$ cat src/rtl/divider_arbiter_pkg.sv
// Shared types for the divider arbiter: sequencer states and default timing.
package divider_arbiter_pkg;

    typedef enum logic [2:0] {
        IDLE      = 3'd0,
        ISSUE     = 3'd1,
        WAIT_BUSY = 3'd2,
        WAIT_DONE = 3'd3,
        CAPTURE   = 3'd4,
        RESP      = 3'd5
    } arb_state_t;

    localparam int BUSY_TIMEOUT_DEFAULT = 2;

endpackage

$ cat src/rtl/divider_arbiter_rr_arbiter.sv
// Combinational round-robin picker: first set request at or above the pointer, wrapping.
module divider_arbiter_rr_arbiter #(
    parameter  int N_REQ = 4,
    localparam int IDX_W = $clog2(N_REQ)
) (
    input  logic [N_REQ-1:0] i_req,
    input  logic [IDX_W-1:0] i_ptr,
    output logic [N_REQ-1:0] o_grant,
    output logic [IDX_W-1:0] o_idx,
    output logic             o_any
);

    int pos;

    // Scan from the farthest slot to the nearest so the last hit wins.
    always_comb begin
        o_idx = '0;
        o_any = 1'b0;
        pos   = 0;
        for (int i = N_REQ - 1; i >= 0; i--) begin
            pos = int'(i_ptr) + i;
            if (pos >= N_REQ) begin
                pos = pos - N_REQ;
            end
            if (i_req[pos]) begin
                o_idx = IDX_W'(pos);
                o_any = 1'b1;
            end
        end
    end

    generate
        for (genvar gi = 0; gi < N_REQ; gi++) begin : g_grant
            assign o_grant[gi] = o_any && (o_idx == IDX_W'(gi));
        end
    endgenerate

endmodule

$ cat src/rtl/divider_arbiter.sv
// Round-robin front end that time-shares one multi-cycle divider among N_REQ clients.
module divider_arbiter
    import divider_arbiter_pkg::*;
#(
    parameter  int N_REQ        = 4,
    parameter  int WIDTH        = 8,
    parameter  int BUSY_TIMEOUT = BUSY_TIMEOUT_DEFAULT,
    localparam int IDX_W        = $clog2(N_REQ)
) (
    input  logic                   i_clk,
    input  logic                   i_cg,
    input  logic                   i_rst,
    input  logic [N_REQ-1:0]       i_req_valid,
    output logic [N_REQ-1:0]       o_req_ready,
    input  logic [N_REQ*WIDTH-1:0] i_req_dividend,
    input  logic [N_REQ*WIDTH-1:0] i_req_divisor,
    output logic [N_REQ-1:0]       o_rsp_valid,
    input  logic [N_REQ-1:0]       i_rsp_ready,
    output logic [WIDTH-1:0]       o_rsp_quotient,
    output logic [WIDTH-1:0]       o_rsp_remainder,
    output logic                   o_div_begin,
    output logic [WIDTH-1:0]       o_div_dividend,
    output logic [WIDTH-1:0]       o_div_divisor,
    input  logic                   i_div_busy,
    input  logic [WIDTH-1:0]       i_div_quotient,
    input  logic [WIDTH-1:0]       i_div_remainder,
    output logic [IDX_W-1:0]       o_owner
);

    localparam int CNT_W = $clog2(BUSY_TIMEOUT + 1);

    arb_state_t       state_q, state_d;
    logic [IDX_W-1:0] ptr_q, ptr_d;
    logic [IDX_W-1:0] owner_q, owner_d;
    logic [CNT_W-1:0] cnt_q, cnt_d;
    logic             div_begin_q, div_begin_d;
    logic [WIDTH-1:0] div_dividend_q, div_dividend_d;
    logic [WIDTH-1:0] div_divisor_q, div_divisor_d;
    logic [N_REQ-1:0] rsp_valid_q, rsp_valid_d;
    logic [WIDTH-1:0] rsp_quotient_q, rsp_quotient_d;
    logic [WIDTH-1:0] rsp_remainder_q, rsp_remainder_d;

    logic [N_REQ-1:0] grant;
    logic [IDX_W-1:0] grant_idx;
    logic             grant_any;
    logic [CNT_W-1:0] cnt_inc;

    divider_arbiter_rr_arbiter #(.N_REQ(N_REQ)) u_rr (
        .i_req   (i_req_valid),
        .i_ptr   (ptr_q),
        .o_grant (grant),
        .o_idx   (grant_idx),
        .o_any   (grant_any)
    );

    // Ready is withheld on gated or reset cycles, where an accept could not be registered.
    always_comb begin
        o_req_ready = '0;
        if (state_q == IDLE && i_cg && !i_rst && !i_div_busy && grant_any) begin
            o_req_ready = grant;
        end
    end

    assign cnt_inc = cnt_q + CNT_W'(1);

    always_comb begin
        state_d         = state_q;
        ptr_d           = ptr_q;
        owner_d         = owner_q;
        cnt_d           = cnt_q;
        div_begin_d     = 1'b0;
        div_dividend_d  = div_dividend_q;
        div_divisor_d   = div_divisor_q;
        rsp_valid_d     = rsp_valid_q;
        rsp_quotient_d  = rsp_quotient_q;
        rsp_remainder_d = rsp_remainder_q;
        case (state_q)
            IDLE: begin
                if (|o_req_ready) begin
                    div_dividend_d = i_req_dividend[grant_idx*WIDTH +: WIDTH];
                    div_divisor_d  = i_req_divisor[grant_idx*WIDTH +: WIDTH];
                    owner_d        = grant_idx;
                    ptr_d          = (grant_idx == IDX_W'(N_REQ - 1)) ? '0 : grant_idx + IDX_W'(1);
                    div_begin_d    = 1'b1;
                    state_d        = ISSUE;
                end
            end
            ISSUE: begin
                cnt_d   = '0;
                state_d = WAIT_BUSY;
            end
            WAIT_BUSY: begin
                // A divider that finishes before busy is seen is treated as done after the timeout.
                if (i_div_busy) begin
                    state_d = WAIT_DONE;
                end else begin
                    cnt_d = cnt_inc;
                    if (cnt_inc == CNT_W'(BUSY_TIMEOUT)) begin
                        state_d = CAPTURE;
                    end
                end
            end
            WAIT_DONE: begin
                if (!i_div_busy) begin
                    state_d = CAPTURE;
                end
            end
            CAPTURE: begin
                rsp_quotient_d  = i_div_quotient;
                rsp_remainder_d = i_div_remainder;
                rsp_valid_d     = {{(N_REQ-1){1'b0}}, 1'b1} << owner_q;
                state_d         = RESP;
            end
            RESP: begin
                if (i_rsp_ready[owner_q]) begin
                    rsp_valid_d = '0;
                    state_d     = IDLE;
                end
            end
            default: begin
                state_d = IDLE;
            end
        endcase
    end

    always_ff @(posedge i_clk) begin
        if (i_rst) begin
            state_q         <= IDLE;
            ptr_q           <= '0;
            owner_q         <= '0;
            cnt_q           <= '0;
            div_begin_q     <= 1'b0;
            div_dividend_q  <= '0;
            div_divisor_q   <= '0;
            rsp_valid_q     <= '0;
            rsp_quotient_q  <= '0;
            rsp_remainder_q <= '0;
        end else if (i_cg) begin
            state_q         <= state_d;
            ptr_q           <= ptr_d;
            owner_q         <= owner_d;
            cnt_q           <= cnt_d;
            div_begin_q     <= div_begin_d;
            div_dividend_q  <= div_dividend_d;
            div_divisor_q   <= div_divisor_d;
            rsp_valid_q     <= rsp_valid_d;
            rsp_quotient_q  <= rsp_quotient_d;
            rsp_remainder_q <= rsp_remainder_d;
        end
    end

    assign o_div_begin     = div_begin_q;
    assign o_div_dividend  = div_dividend_q;
    assign o_div_divisor   = div_divisor_q;
    assign o_rsp_valid     = rsp_valid_q;
    assign o_rsp_quotient  = rsp_quotient_q;
    assign o_rsp_remainder = rsp_remainder_q;
    assign o_owner         = owner_q;

endmodule
$ cat config.mk
export PLATFORM = sky130hd
export DESIGN_NAME = divider_arbiter
export DESIGN_NICKNAME = d
export VERILOG_FILES = /design/src/rtl/divider_arbiter_pkg.sv /design/src/rtl/divider_arbiter_rr_arbiter.sv /design/src/rtl/divider_arbiter.sv
export SDC_FILE = /design/constraint.sdc
export NUM_CORES = 1
export LEC_CHECK = 0
export CAP_MARGIN = 10
export CORE_MARGIN = 2
export CORE_UTILIZATION = 42
export CTS_CLUSTER_SIZE = 10
export DETAILED_ROUTE_END_ITERATION = 7
export PLACE_DENSITY = 0.86
export SLEW_MARGIN = 20
export SYNTH_ARGS = -nofsm -noshare
export SYNTH_HDL_FRONTEND = slang
export SYNTH_SLANG_ARGS = --single-unit
export TNS_END_PERCENT = 100
$ cat constraint.sdc
create_clock -name i_clk -period 5.26 [get_ports i_clk]
set_input_delay 1.052 -clock i_clk [delete_from_list [all_inputs] [get_ports i_clk]]
set_output_delay 1.052 -clock i_clk [all_outputs]
set_load 0.01 [all_outputs]
==> results.md <==
- Post-synth cell types: 42
- Synth top cells by count: 105 x nand2_1, 46 x dfxtp_1, 34 x nand3_1
- Core Rows: 28
- Clock Path Buffers: 2
- Vias per inst: 5.15
- Final net count: 552
- Starting density of the core: 43.1%
- Max-Cap Viols: 0
- Seq/Total Area, Yosys: 36.5%
- Power per cell area: 199 mW/mm²
- Slew Viols, Final: 0
- Syn Area/Cell: 7.46 µm²
- Final min period: 4.42 ns
- # setup viols final: 0
- Internal Power: 0.571 mW
- Die ar.: 0.00664 mm²
- Top-area cell type share of the netlist area: 36.5%
- Post-route ant nets: 0
- Register bit total from synthesis: 46
- Net Count, Synth: 432
- Cell area after layout: 0.00393 mm²
- Critical setup path kind: input port to output port
- CTS tree: done
- Routed wire length: 6940 µm
- # IOs: 135
- Leakage Power: 1.44 nW
- Critical Path Fanout Max: 21
- Initial antenna violation count: 0
- Slowest stage cell, crit path: clkdlybuf4s50_1
- CP endpoint kind: output port
- CTS resizes: 0
- Data required, critical path: 4.21 ns
- Postcts setup bufs: 0
- Residual DRC count: 0
- Root Driver: clkbuf_8
- CP arrival: 3.37 ns
- Total GRT Usage: 20.8%
- Upper clock frequency limit: 226 MHz
- Final Hold Fails: 0
- DIE HEIGHT: 81.5 µm
- Synth area leaders: dfxtp_1 37%, nand2_1 16%, nand3_1 6.7%
- YS warnings: 0
- DR iter-0 viols: 186
- HP Class: flip-flop to flip-flop
- Die W: 81.5 µm
- Switching power share of the total: 26.9%
- Cts bufs inserted: 5
- Cell taking the most area after synthesis: dfxtp_1
- Count leader, synth: nand2_1
- Clk pwr share: 25.7%
- HPWL Detailed: 5240 µm
- DR WL/cell: 13.0 µm
- Syn Std Cell Area: 0.00252 mm²
- Vias in the first global route: 2528
- Largest net degree at the start of global routing: 50
- First-pass GRT wire length: 10900 µm
- Worst-path clk slew: 0.08 ns
- CP Launch Type: input port
- RePlAce Congestion: 0.812
- Asr flop ratio synth: 0%
- GR Overflow Total: 0
- Worst-Skew Late Latency: 0.29 ns
- Number of H-tree levels: 2
- Ant diodes: 0
- Total number of vias: 2743
- RSZ-0062 raised after global routing: false
- Ys flop type: dfxtp_1
- Filler instances: 467
- PortBufs: 134
- Dpl cell area: 0.00385 mm²
- Relative slew slack: 34.5%
- Synth Instances: 338
- Switch Pwr: 0.211 mW
- Fraction of power consumed by combinational cells: 26.8%
- Post-CTS Hold Fix Bufs: 0
- Seq pwr share: 47.5%
- Actual slew at the worst max-slew pin: 0.982 ns
- Status: completed
- First drt pass iteration count: 4
- Critical Path Max Stage Delay: 0.55 ns
- Crit path cell chain: clkdlybuf4s50_1, nor2b_1, nor2b_1, or3_4, clkinv_1, buf_4, and3_1, clkdlybuf4s50_1
- Clock sink count: 46
- Final Skew: 0.00615 ns
- Synth-to-Final Area Change: 55.8%
- Post-synth EDFFs: 0
- Core ar.: 0.00585 mm²
- Setup TNS: 0 ns
- Final period util: 84.1%
- VDD IR max: 128 µV
- Layout cells sized above 1: 7.42%
-- through the flow --
step           cells  power (mW)  utilization (%)  hold WS [ns]  setup slack [ns]
3_3_place_gp     526       0.585             65.8         0.437             0.901
6_report         533       0.781             67.2         0.457             0.839
5_1_grt          533       0.822             67.2         0.474             0.668
3_5_place_dp     526       0.589             65.8         0.449             0.851
4_1_cts          533       0.789             67.2         0.461             0.835
2_1_floorplan    338       0.479                -         0.465              1.78
-- cell type report --
type                       count  area [µm²]  area share, %
sequential                    46         921           23.4
clock inverter                 2        10.0          0.255
timing repair buffer         138        1370           34.8
multi-input combinational    259        1440           36.6
inverter                       8        30.0          0.764
clock buffer                   5        68.8           1.75
tap                           75        93.8           2.39
-- metal layers --
metal  vias to the layer above  track usage, %  wire [µm]
met2                       130            39.2       3350
met4                         0            7.12        106
met3                        11            5.71        739
li1                       1399               -          -
met5                         -               0          0
met1                      1203            22.2       2740
-- power groups by stage --
| stage | sequential [mW] | clock (mW) | combinational [mW] |
|---|---|---|---|
| after floorplan | 0.382 | 0 | 0.0968 |
| final | 0.371 | 0.201 | 0.210 |
| after global placement | 0.379 | 0 | 0.207 |
| after global routing | 0.373 | 0.220 | 0.229 |
| after detailed placement | 0.380 | 0 | 0.210 |
| after CTS | 0.371 | 0.207 | 0.211 |
-- registers in the layout, summed over array words and instances, names as in the netlist --
register,cells
o_rsp_valid,4
o_owner,2
ptr_q,2
cnt_q,2
o_rsp_remainder,8
o_div_dividend,8
o_div_begin,1
o_rsp_quotient,8
o_div_divisor,8
state_q,3
-- layout by cell type, fill, tap and decap left out, types with 3 or more instances in the layout --
cell type          n
clkdlybuf4s50_1  133
nand2_1          105
dfxtp_1           46
nand3_1           34
a21oi_1           27
nor2_1            17
a31o_1            11
nor3b_2           10
nor3b_1            8
inv_1              6
a31o_2             6
clkbuf_8           5
or3_1              4
buf_4              4
nor2b_1            3
nor3_1             3
o21ai_0            3
-- final timing paths --
check | start | end | slack, ns | cells after the start
setup / recovery | i_req_valid[2] | o_req_ready[1] | 0.84 | 8
hold / removal | o_rsp_valid[2] | o_rsp_valid[2] | 0.46 | 2
setup reg to reg | ptr_q[1] | o_div_divisor[3] | 2.38 | 9
hold reg to reg | o_rsp_valid[2] | o_rsp_valid[2] | 0.46 | 2
-- worst max-delay path, delay by kind of cell --
kind                   cells  cell delay, ns
and+or+nand+nor            4            0.99
buffers and inverters      4            1.32
-- logic make-up (layout without fill, tap and decap cells) --
logic type | count (synthesis) | count (layout) | synth area share [%]
AO/OA/AOI/OAI | 61 | 61 | 16.1
adder cells (fa/ha/maj) | 2 | 2 | 0.992
buffers and inverters | 33 | 153 | 6.55
flip-flops | 46 | 46 | 36.5
multiplexers | 5 | 5 | 2.58
AND/OR/NAND/NOR | 191 | 191 | 37.3
No activity file was read; power rests on OpenSTA's default activity.
